### src/rtl/uart_rx_fifo.sv
// uart_rx_fifo: an oversampling UART receiver followed by a first-word-fall-through FIFO.
// The data width, parity mode, stop-bit count and FIFO depth are all parameters.
// Parity, framing and overrun errors are reported on sticky flags that clear_err_i clears.
module uart_rx_fifo #(
  parameter int CLKS_PER_BIT = 868,
  parameter int DATA_BITS    = 8,
  parameter int PARITY       = 0,
  parameter int STOP_BITS    = 1,
  parameter int FIFO_DEPTH   = 16
) (
  input  logic                          clk,
  input  logic                          reset_i,
  input  logic                          rx_i,
  output logic [DATA_BITS-1:0]          data_o,
  output logic                          valid_o,
  input  logic                          ready_i,
  output logic [$clog2(FIFO_DEPTH):0]   count_o,
  output logic                          overrun_o,
  output logic                          parity_err_o,
  output logic                          frame_err_o,
  input  logic                          clear_err_i
);

  localparam int CW = (CLKS_PER_BIT > 1) ? $clog2(CLKS_PER_BIT) : 1;
  localparam int AW = $clog2(FIFO_DEPTH);
  localparam logic [CW-1:0] BIT_RELOAD  = CW'(CLKS_PER_BIT - 1);
  localparam logic [CW-1:0] HALF_RELOAD = CW'(CLKS_PER_BIT / 2 - 1);
  localparam logic          ODD_INV     = (PARITY == 1);

  typedef enum logic [2:0] {S_IDLE, S_START, S_DATA, S_PARITY, S_STOP} state_t;

  state_t                 state_q, state_d;
  logic                   sync1_q, sync2_q, prev_q;
  logic [CW-1:0]          cnt_q, cnt_d;
  logic [3:0]             bit_q, bit_d;
  logic [DATA_BITS-1:0]   shift_q, shift_d;
  logic                   par_q, par_d;
  logic                   stop_bad_q, stop_bad_d;
  logic                   push_q, push_d;
  logic [DATA_BITS-1:0]   push_data_q, push_data_d;
  logic                   frame_set, parity_set;
  logic                   overrun_q, overrun_d, parity_err_q, parity_err_d, frame_err_q, frame_err_d;
  logic                   rxs, tick, exp_par;

  logic [DATA_BITS-1:0]   mem [FIFO_DEPTH];
  logic [AW-1:0]          wr_ptr_q, rd_ptr_q;
  logic [AW:0]            count_q;
  logic                   pop, push_ok, full;

  assign rxs     = sync2_q;
  assign tick    = (cnt_q == '0);
  assign exp_par = (^shift_q) ^ ODD_INV;

  // Two-flop synchroniser plus the edge-detect history; idle-high line, history resets low
  always_ff @(posedge clk or posedge reset_i) begin
    if (reset_i) begin
      sync1_q <= 1'b1;
      sync2_q <= 1'b1;
      prev_q  <= 1'b0;
    end else begin
      sync1_q <= rx_i;
      sync2_q <= sync1_q;
      prev_q  <= sync2_q;
    end
  end

  // Receiver state and datapath registers
  always_ff @(posedge clk or posedge reset_i) begin
    if (reset_i) begin
      state_q     <= S_IDLE;
      cnt_q       <= '0;
      bit_q       <= '0;
      shift_q     <= '0;
      par_q       <= 1'b0;
      stop_bad_q  <= 1'b0;
      push_q      <= 1'b0;
      push_data_q <= '0;
    end else begin
      state_q     <= state_d;
      cnt_q       <= cnt_d;
      bit_q       <= bit_d;
      shift_q     <= shift_d;
      par_q       <= par_d;
      stop_bad_q  <= stop_bad_d;
      push_q      <= push_d;
      push_data_q <= push_data_d;
    end
  end

  // Receiver next state: a baud countdown drives each mid-bit sample; the frame is judged at the last stop sample
  always_comb begin
    state_d     = state_q;
    cnt_d       = tick ? cnt_q : cnt_q - 1'b1;
    bit_d       = bit_q;
    shift_d     = shift_q;
    par_d       = par_q;
    stop_bad_d  = stop_bad_q;
    push_d      = 1'b0;
    push_data_d = push_data_q;
    frame_set   = 1'b0;
    parity_set  = 1'b0;
    case (state_q)
      S_IDLE: begin
        if (prev_q && !rxs) begin
          cnt_d   = HALF_RELOAD;
          state_d = S_START;
        end
      end
      S_START: begin
        if (tick) begin
          if (!rxs) begin
            cnt_d   = BIT_RELOAD;
            bit_d   = '0;
            state_d = S_DATA;
          end else begin
            state_d = S_IDLE;
          end
        end
      end
      S_DATA: begin
        if (tick) begin
          shift_d = {rxs, shift_q[DATA_BITS-1:1]};
          cnt_d   = BIT_RELOAD;
          if (bit_q == 4'(DATA_BITS - 1)) begin
            bit_d      = '0;
            stop_bad_d = 1'b0;
            state_d    = (PARITY != 0) ? S_PARITY : S_STOP;
          end else begin
            bit_d = bit_q + 1'b1;
          end
        end
      end
      S_PARITY: begin
        if (tick) begin
          par_d   = rxs;
          cnt_d   = BIT_RELOAD;
          state_d = S_STOP;
        end
      end
      S_STOP: begin
        if (tick) begin
          cnt_d = BIT_RELOAD;
          if (bit_q == 4'(STOP_BITS - 1)) begin
            state_d = S_IDLE;
            if (stop_bad_q || !rxs) begin
              frame_set = 1'b1;
            end else if ((PARITY != 0) && (par_q != exp_par)) begin
              parity_set = 1'b1;
            end else begin
              push_d      = 1'b1;
              push_data_d = shift_q;
            end
          end else begin
            bit_d      = bit_q + 1'b1;
            stop_bad_d = stop_bad_q | ~rxs;
          end
        end
      end
      default: state_d = S_IDLE;
    endcase
  end

  // FIFO control: a pop in the same cycle frees the slot for a push into a full FIFO
  assign full    = (count_q == (AW+1)'(FIFO_DEPTH));
  assign valid_o = (count_q != '0);
  assign pop     = valid_o & ready_i;
  assign push_ok = push_q & (~full | pop);
  assign data_o  = valid_o ? mem[rd_ptr_q] : '0;
  assign count_o = count_q;

  // Storage array, written only on accepted pushes
  always_ff @(posedge clk) begin
    if (push_ok) mem[wr_ptr_q] <= push_data_q;
  end

  // FIFO pointers and occupancy; power-of-two depth makes the pointers wrap naturally
  always_ff @(posedge clk or posedge reset_i) begin
    if (reset_i) begin
      wr_ptr_q <= '0;
      rd_ptr_q <= '0;
      count_q  <= '0;
    end else begin
      if (push_ok) wr_ptr_q <= wr_ptr_q + 1'b1;
      if (pop)     rd_ptr_q <= rd_ptr_q + 1'b1;
      if (push_ok && !pop)      count_q <= count_q + 1'b1;
      else if (pop && !push_ok) count_q <= count_q - 1'b1;
    end
  end

  // Sticky flag next values: a set in the same cycle as a clear wins
  always_comb begin
    overrun_d    = (push_q & ~push_ok) | (overrun_q    & ~clear_err_i);
    parity_err_d = parity_set          | (parity_err_q & ~clear_err_i);
    frame_err_d  = frame_set           | (frame_err_q  & ~clear_err_i);
  end

  // Sticky flag registers
  always_ff @(posedge clk or posedge reset_i) begin
    if (reset_i) begin
      overrun_q    <= 1'b0;
      parity_err_q <= 1'b0;
      frame_err_q  <= 1'b0;
    end else begin
      overrun_q    <= overrun_d;
      parity_err_q <= parity_err_d;
      frame_err_q  <= frame_err_d;
    end
  end

  assign overrun_o    = overrun_q;
  assign parity_err_o = parity_err_q;
  assign frame_err_o  = frame_err_q;

endmodule
### config.mk
export PLATFORM = sky130hd
export DESIGN_NAME = uart_rx_fifo
export DESIGN_NICKNAME = d
export VERILOG_FILES = /design/src/rtl/uart_rx_fifo.sv
export SDC_FILE = /design/constraint.sdc
export NUM_CORES = 1
export LEC_CHECK = 0
export ABC_AREA = 1
export CORE_MARGIN = 5
export CORE_UTILIZATION = 25
export CTS_BUF_LIST = sky130_fd_sc_hd__clkbuf_2 sky130_fd_sc_hd__clkbuf_4 sky130_fd_sc_hd__clkbuf_8
export DETAILED_ROUTE_END_ITERATION = 10
export PLACE_DENSITY_LB_ADDON = 0.3
export SYNTH_ARGS = -nofsm -noshare
export SYNTH_HDL_FRONTEND = slang
export SYNTH_SLANG_ARGS = --single-unit
### constraint.sdc
create_clock -name clk -period 2.4 [get_ports clk]
set_input_delay 0.48 -clock clk [delete_from_list [all_inputs] [get_ports clk]]
set_output_delay 0.48 -clock clk [all_outputs]
set_load 0.02 [all_outputs]
======== Word level (Yosys, flattened, before mapping) ========
Memory sizes are Yosys's and may differ from the RTL's.
Index checks and enable logic that the tools add are counted.
storage, ports and cells
  memories ................................ 1
  input bits .............................. 5
  flip-flop bits (word level) ............. 54
  output and inout port bits .............. 17
  memory bits (writable) .................. 128
  logic and storage cells ................. 113
memories
  name  words  bits a word  rd ports  clocked after Yosys merged registers in  write ports  RTL line  source
  mem   16     8            1         0                                        1            45        logic [DATA_BITS-1:0] mem [FIFO_DEPTH];
operators by class
  bitwise operators ....................... 15
  add/sub/neg operators ................... 6
  eq/ne operators ......................... 15
  multiplexer cells ....................... 40
  reductions and logical operators ........ 20
operator list
  cell                                                                   number
  10-bit two-way mux                                                     5
  10-bit one-hot mux with 3 select lines                                 1
  4-bit two-way mux                                                      6
  3-bit two-way mux                                                      7
  2-bit != test (second input constant)                                  9
  3-bit one-hot mux with 5 select lines                                  1
  1-bit two-way mux                                                      14
  4-bit by 1-bit adder with 4-bit output (second input constant)         3
  4-bit one-hot mux with 3 select lines                                  1
  10-bit logical NOT                                                     1
  5-bit two-way mux                                                      2
  10-bit by 1-bit subtractor with 10-bit output (second input constant)  1
  8-bit two-way mux                                                      1
  7-bit AND reduction                                                    1
  1-bit bitwise AND                                                      6
  3-bit by 2-bit == test with 1-bit output (second input constant)       2
  6-bit AND reduction                                                    1
  5-bit by 1-bit adder with 5-bit output (second input constant)         1
  5-bit == test (second input constant)                                  1
  1-bit inverter                                                         5
  5-bit AND reduction                                                    1
  5-bit nonzero test                                                     1
  5-bit by 1-bit subtractor with 5-bit output (second input constant)    1
  4-bit by 3-bit == test with 1-bit output (second input constant)       1
  other kinds (15)                                                       23

======== Depth between registers and ports, before layout ========
  word-level depth ........................ 8
  depth in mapped cells ................... 14
  mapped depth without buffers ............ 14

======== Worst setup path after synthesis ========
No wires, ideal clock.
  path kind ............................... register to register
  start point ............................. register count_q[0], in the netlist count_o[0]
  end point ............................... register count_q[4], in the netlist count_o[4]
  cell stages (with the launch flop) ...... 15
  setup time .............................. 65 ps
  data required time ...................... 2335 ps
  path slack .............................. -81 ps
  data arrival time ....................... 2416 ps
  period minus slack after synthesis ...... 2481 ps
  buffers on the path ..................... 0
  path through ............................ dfrtp_1 > inv_1 > nand4_1 > nor2_2 > inv_1 > nand2_2 > ha_1 > inv_1 > ha_1 > nand2_1 > nand2_1 > a21oi_1 > xor2_1 > nand2_1 > nand2_1
between the ends
  cells in the longest elaborated chain, start to end .. 7
  elaborated cells on any way between the ends .. 15
  those cells by class .................... 2 x add/sub; 1 x eq/ne; 2 x mux; 4 x bitwise; 6 x reduce/logical
RTL lines
  element                              RTL line  source
  start, declared                      47        logic [AW:0] count_q;
  start signal, assigned               185       if (push_ok && !pop) count_q <= count_q + 1'b1;
  start signal, assigned               186       else if (pop && !push_ok) count_q <= count_q - 1'b1;
  5-bit nonzero test (*)               165       assign valid_o = (count_q != '0);
  via valid_o                          15        output logic valid_o,
  1-bit bitwise AND (*)                166       assign pop = valid_o & ready_i;
  1-bit OR                             167       assign push_ok = push_q & (~full | pop);
  1-bit bitwise AND                    167
  1-bit logical NOT                    186
  1-bit logical AND                    186
  2-bit nonzero test (no source line)  --
Mark *: on every way through the listed nets, which the timed path passes. The rest lies on a longest branch. The select of a mux whose other input is x is not followed.
A chain may end at the register's enable or synchronous reset.

======== Worst setup path after layout ========
  start point ............................. register rd_ptr_q[0]
  end point ............................... output port data_o[4]
between the ends
  cells in the longest elaborated chain, start to end .. 2
RTL lines
  element                 RTL line  source
  start, declared         46        logic [AW-1:0] wr_ptr_q, rd_ptr_q;
  start signal, assigned  184       if (pop) rd_ptr_q <= rd_ptr_q + 1'b1;
  memory 16 x 8 bit       --
  8-bit two-way mux       168       assign data_o = valid_o ? mem[rd_ptr_q] : '0;
  end, declared           14        output logic [DATA_BITS-1:0] data_o,
No other way between the ends.

==> flow_metrics.tcl <==
set metrics [dict create \
    finalSetupTns_ps -168 \
    diodes 0 \
    critPathMaxFanout 8 \
    port_buffers 21 \
    ctsHtreeMaxLevel 4 \
    synthArstFlopShare 0.297 \
    finalWorstSetupSlack_ps -46.2 \
    r2r-end "count_o[4]" \
    synth_top_area_frac 0.472 \
    grt_use_total 0.103 \
    worstPathArrival_ps 1970 \
    initial_core_util 0.251 \
    antenna_found_initial 0 \
    ff2ff_setup_slack_ps 180 \
    die_y_um 190 \
    numCtsBuffers 17 \
    required_ps 1920 \
    overflow 0 \
    peakVddDrop_uv 645 \
    hold_viol 0 \
    fin_crit_sh 1.02 \
    viasPerCell 4.19 \
    firstDrtPassIters 5 \
    clock_latency_ps 480 \
    syn_area_sq_um 8140 \
    post-place-ws_ps -142 \
    whs_ps 333 \
    synth_area_leader_cell "edfxtp_1" \
    cts_sinks 182 \
    ant_nets 0 \
    synth_cells 798 \
    status "complete, but fails checks" \
    grt_start_max_net_pins 25 \
    synth-seq-cells 182 \
    power_density_nw_per_um2 1050 \
    synthesis.nets 818 \
    gp_congestion 0.804 \
    core.rowCount 66 \
    syn_area_per_cell_sq_um 10.2 \
    die_w_um 190 \
    drive_gt1_frac 0.206 \
    cts_tree "yes" \
    final_common_cell "nand2_1" \
    rsz0062_at_grt "true" \
    cts_hold_buf 0 \
    cp-start-kind "flip-flop" \
    synthTopCellsByArea "edfxtp_1 47%, dfrtp_1 16%, nand2_1 12%" \
    fin_crit_ps 2450 \
    yosysSeqAreaShare 0.638 \
    final_cell_mix "251 x nand2_1, 128 x edfxtp_1, 98 x nand3_1" \
    end_kind "output pin" \
    worst_pin_slew_ps 727 \
    ios 22 \
    fin_nets 887 \
    grt_pass1_vias 5397 \
    p_leak_nw 3.97 \
    fmax_ghz 0.409 \
    maxCapViolCount 0 \
    rr_startpoint "count_o[2]" \
    areaGrowthSynthToFinish_pct 23.2 \
    synth_edf_count 128 \
    grt_pass1_wl_mm 29.6 \
    violations "negative setup slack" \
    synth_top_flop_cell "edfxtp_1" \
    r2r_cells 14 \
    drt_iter0_drc 457 \
    clk_path_buf_depth 2 \
    skew_ps 26.3 \
    max_slew_margin 0.515 \
    num_vias 5543 \
    finalSetupViolCount 6 \
    yosysWarningCount 0 \
    fp.coreArea_sq_um 32400 \
    synth_cell_types 35 \
    dp_hpwl_mm 12.4 \
    drc_errors 0 \
    drv_slew 0 \
    wl_per_cell_um 13.8 \
    cts_root_buf "clkbuf_8" \
    crit_type "flip-flop to output pin" \
    clkTransAtPathRegs_ps 110 \
    drt_wl_total_mm 18.3 \
    min_path_type "input port to async pin" \
    power.total_w 0.0105 \
    dieArea_sq_um 36300 \
]
[per-layer routing]
layer	vias up	wire length [um]	GRT usage
li1	2814	-	-
met4	0	136	0.0210
met1	2651	9690	0.154
met2	69	7870	0.152
met5	-	0	0
met3	9	590	0.0247
[critical path, stage by stage (launching register included)]
cell	delay (ps)
dfrtp_2	480
buf_8	170
buf_12	120
nand2_1	50
nand3_1	110
nand3_2	100
nand2_2	70
nand2_1	60
a21oi_2	180
buf_4	170
[cells by family after synthesis]
logic type,after synthesis,share of synthesized area
buffers and inverters,84,0.0446
XOR/XNOR,14,0.0151
flip-flops,182,0.638
adder cells (fa/ha/maj),15,0.0240
AO/OA/AOI/OAI,50,0.0364
AND/OR/NAND/NOR,453,0.241
[synthesized netlist by cell type (2+ instances only)]
cell / instances
a21oi_1: 16
buf_1: 2
buf_2: 20
buf_6: 3
clkbuf_1: 4
dfrtp_1: 52
dfstp_2: 2
edfxtp_1: 128
ha_1: 14
inv_1: 52
inv_2: 2
nand2_1: 264
nand2_2: 6
nand2_4: 3
nand3_1: 124
nand4_1: 6
nor2_1: 40
nor2_2: 4
nor2_8: 2
o21ai_0: 14
o21ai_1: 8
o21ai_2: 7
xnor2_1: 5
xor2_1: 9
[layout make-up]
class | instances | area (sq um)
multi-input combinational | 532 | 2790
inverter | 55 | 214
tap | 442 | 553
clock buffer | 17 | 234
fill | 3343 | 22300
sequential | 182 | 5200
timing repair buffer | 79 | 840
clock inverter | 15 | 199
[registers in the layout (all words and copies together), names as in the netlist, 3 cells and up]
register / cells
push_data_q: 8
cnt_q: 10
wr_ptr_q: 4
shift_q: 8
count_o: 5
state_q: 3
bit_q: 4
rd_ptr_q: 4
mem: 128
[worst max path at each step]
stage	startpoint	end	depth (start not counted)
global placement	rd_ptr_q[0]	data_o[7]	9
floorplan	count_o[0]	count_o[4]	14
global route	rd_ptr_q[0]	data_o[4]	9
finish	rd_ptr_q[0]	data_o[4]	9
detailed placement	ready_i	count_o[4]	12
CTS	rd_ptr_q[0]	data_o[5]	9
[power breakdown]
part	leakage (nW)	total [W]	switching (W)	internal (W)
Sequential	1.61	0.00369	0.000207	0.00348
Clock	0.207	0.00216	0.00134	0.000822
Combinational	2.15	0.00468	0.00270	0.00198
Total	3.97	0.0105	0.00425	0.00629
[what timing repair did]
item / CTS / global route
gates resized for setup: 80 / 40
buffers inserted: 1 / 2
endpoints found under the setup margin: 8 / 11
pin swaps: 6 / 15
endpoints found under the hold margin: 0 / 0
cloned: 2 / 1
[stage by stage]
stage	std cells	instance area, sq um	utilization
global route	1322	10000	0.310
CTS	1319	9840	0.304
finish	1322	10000	0.310
global placement	1284	9260	0.286
detailed placement	1284	9260	0.286
floorplan	798	8150	-
Power figures use the tool's default switching activity.
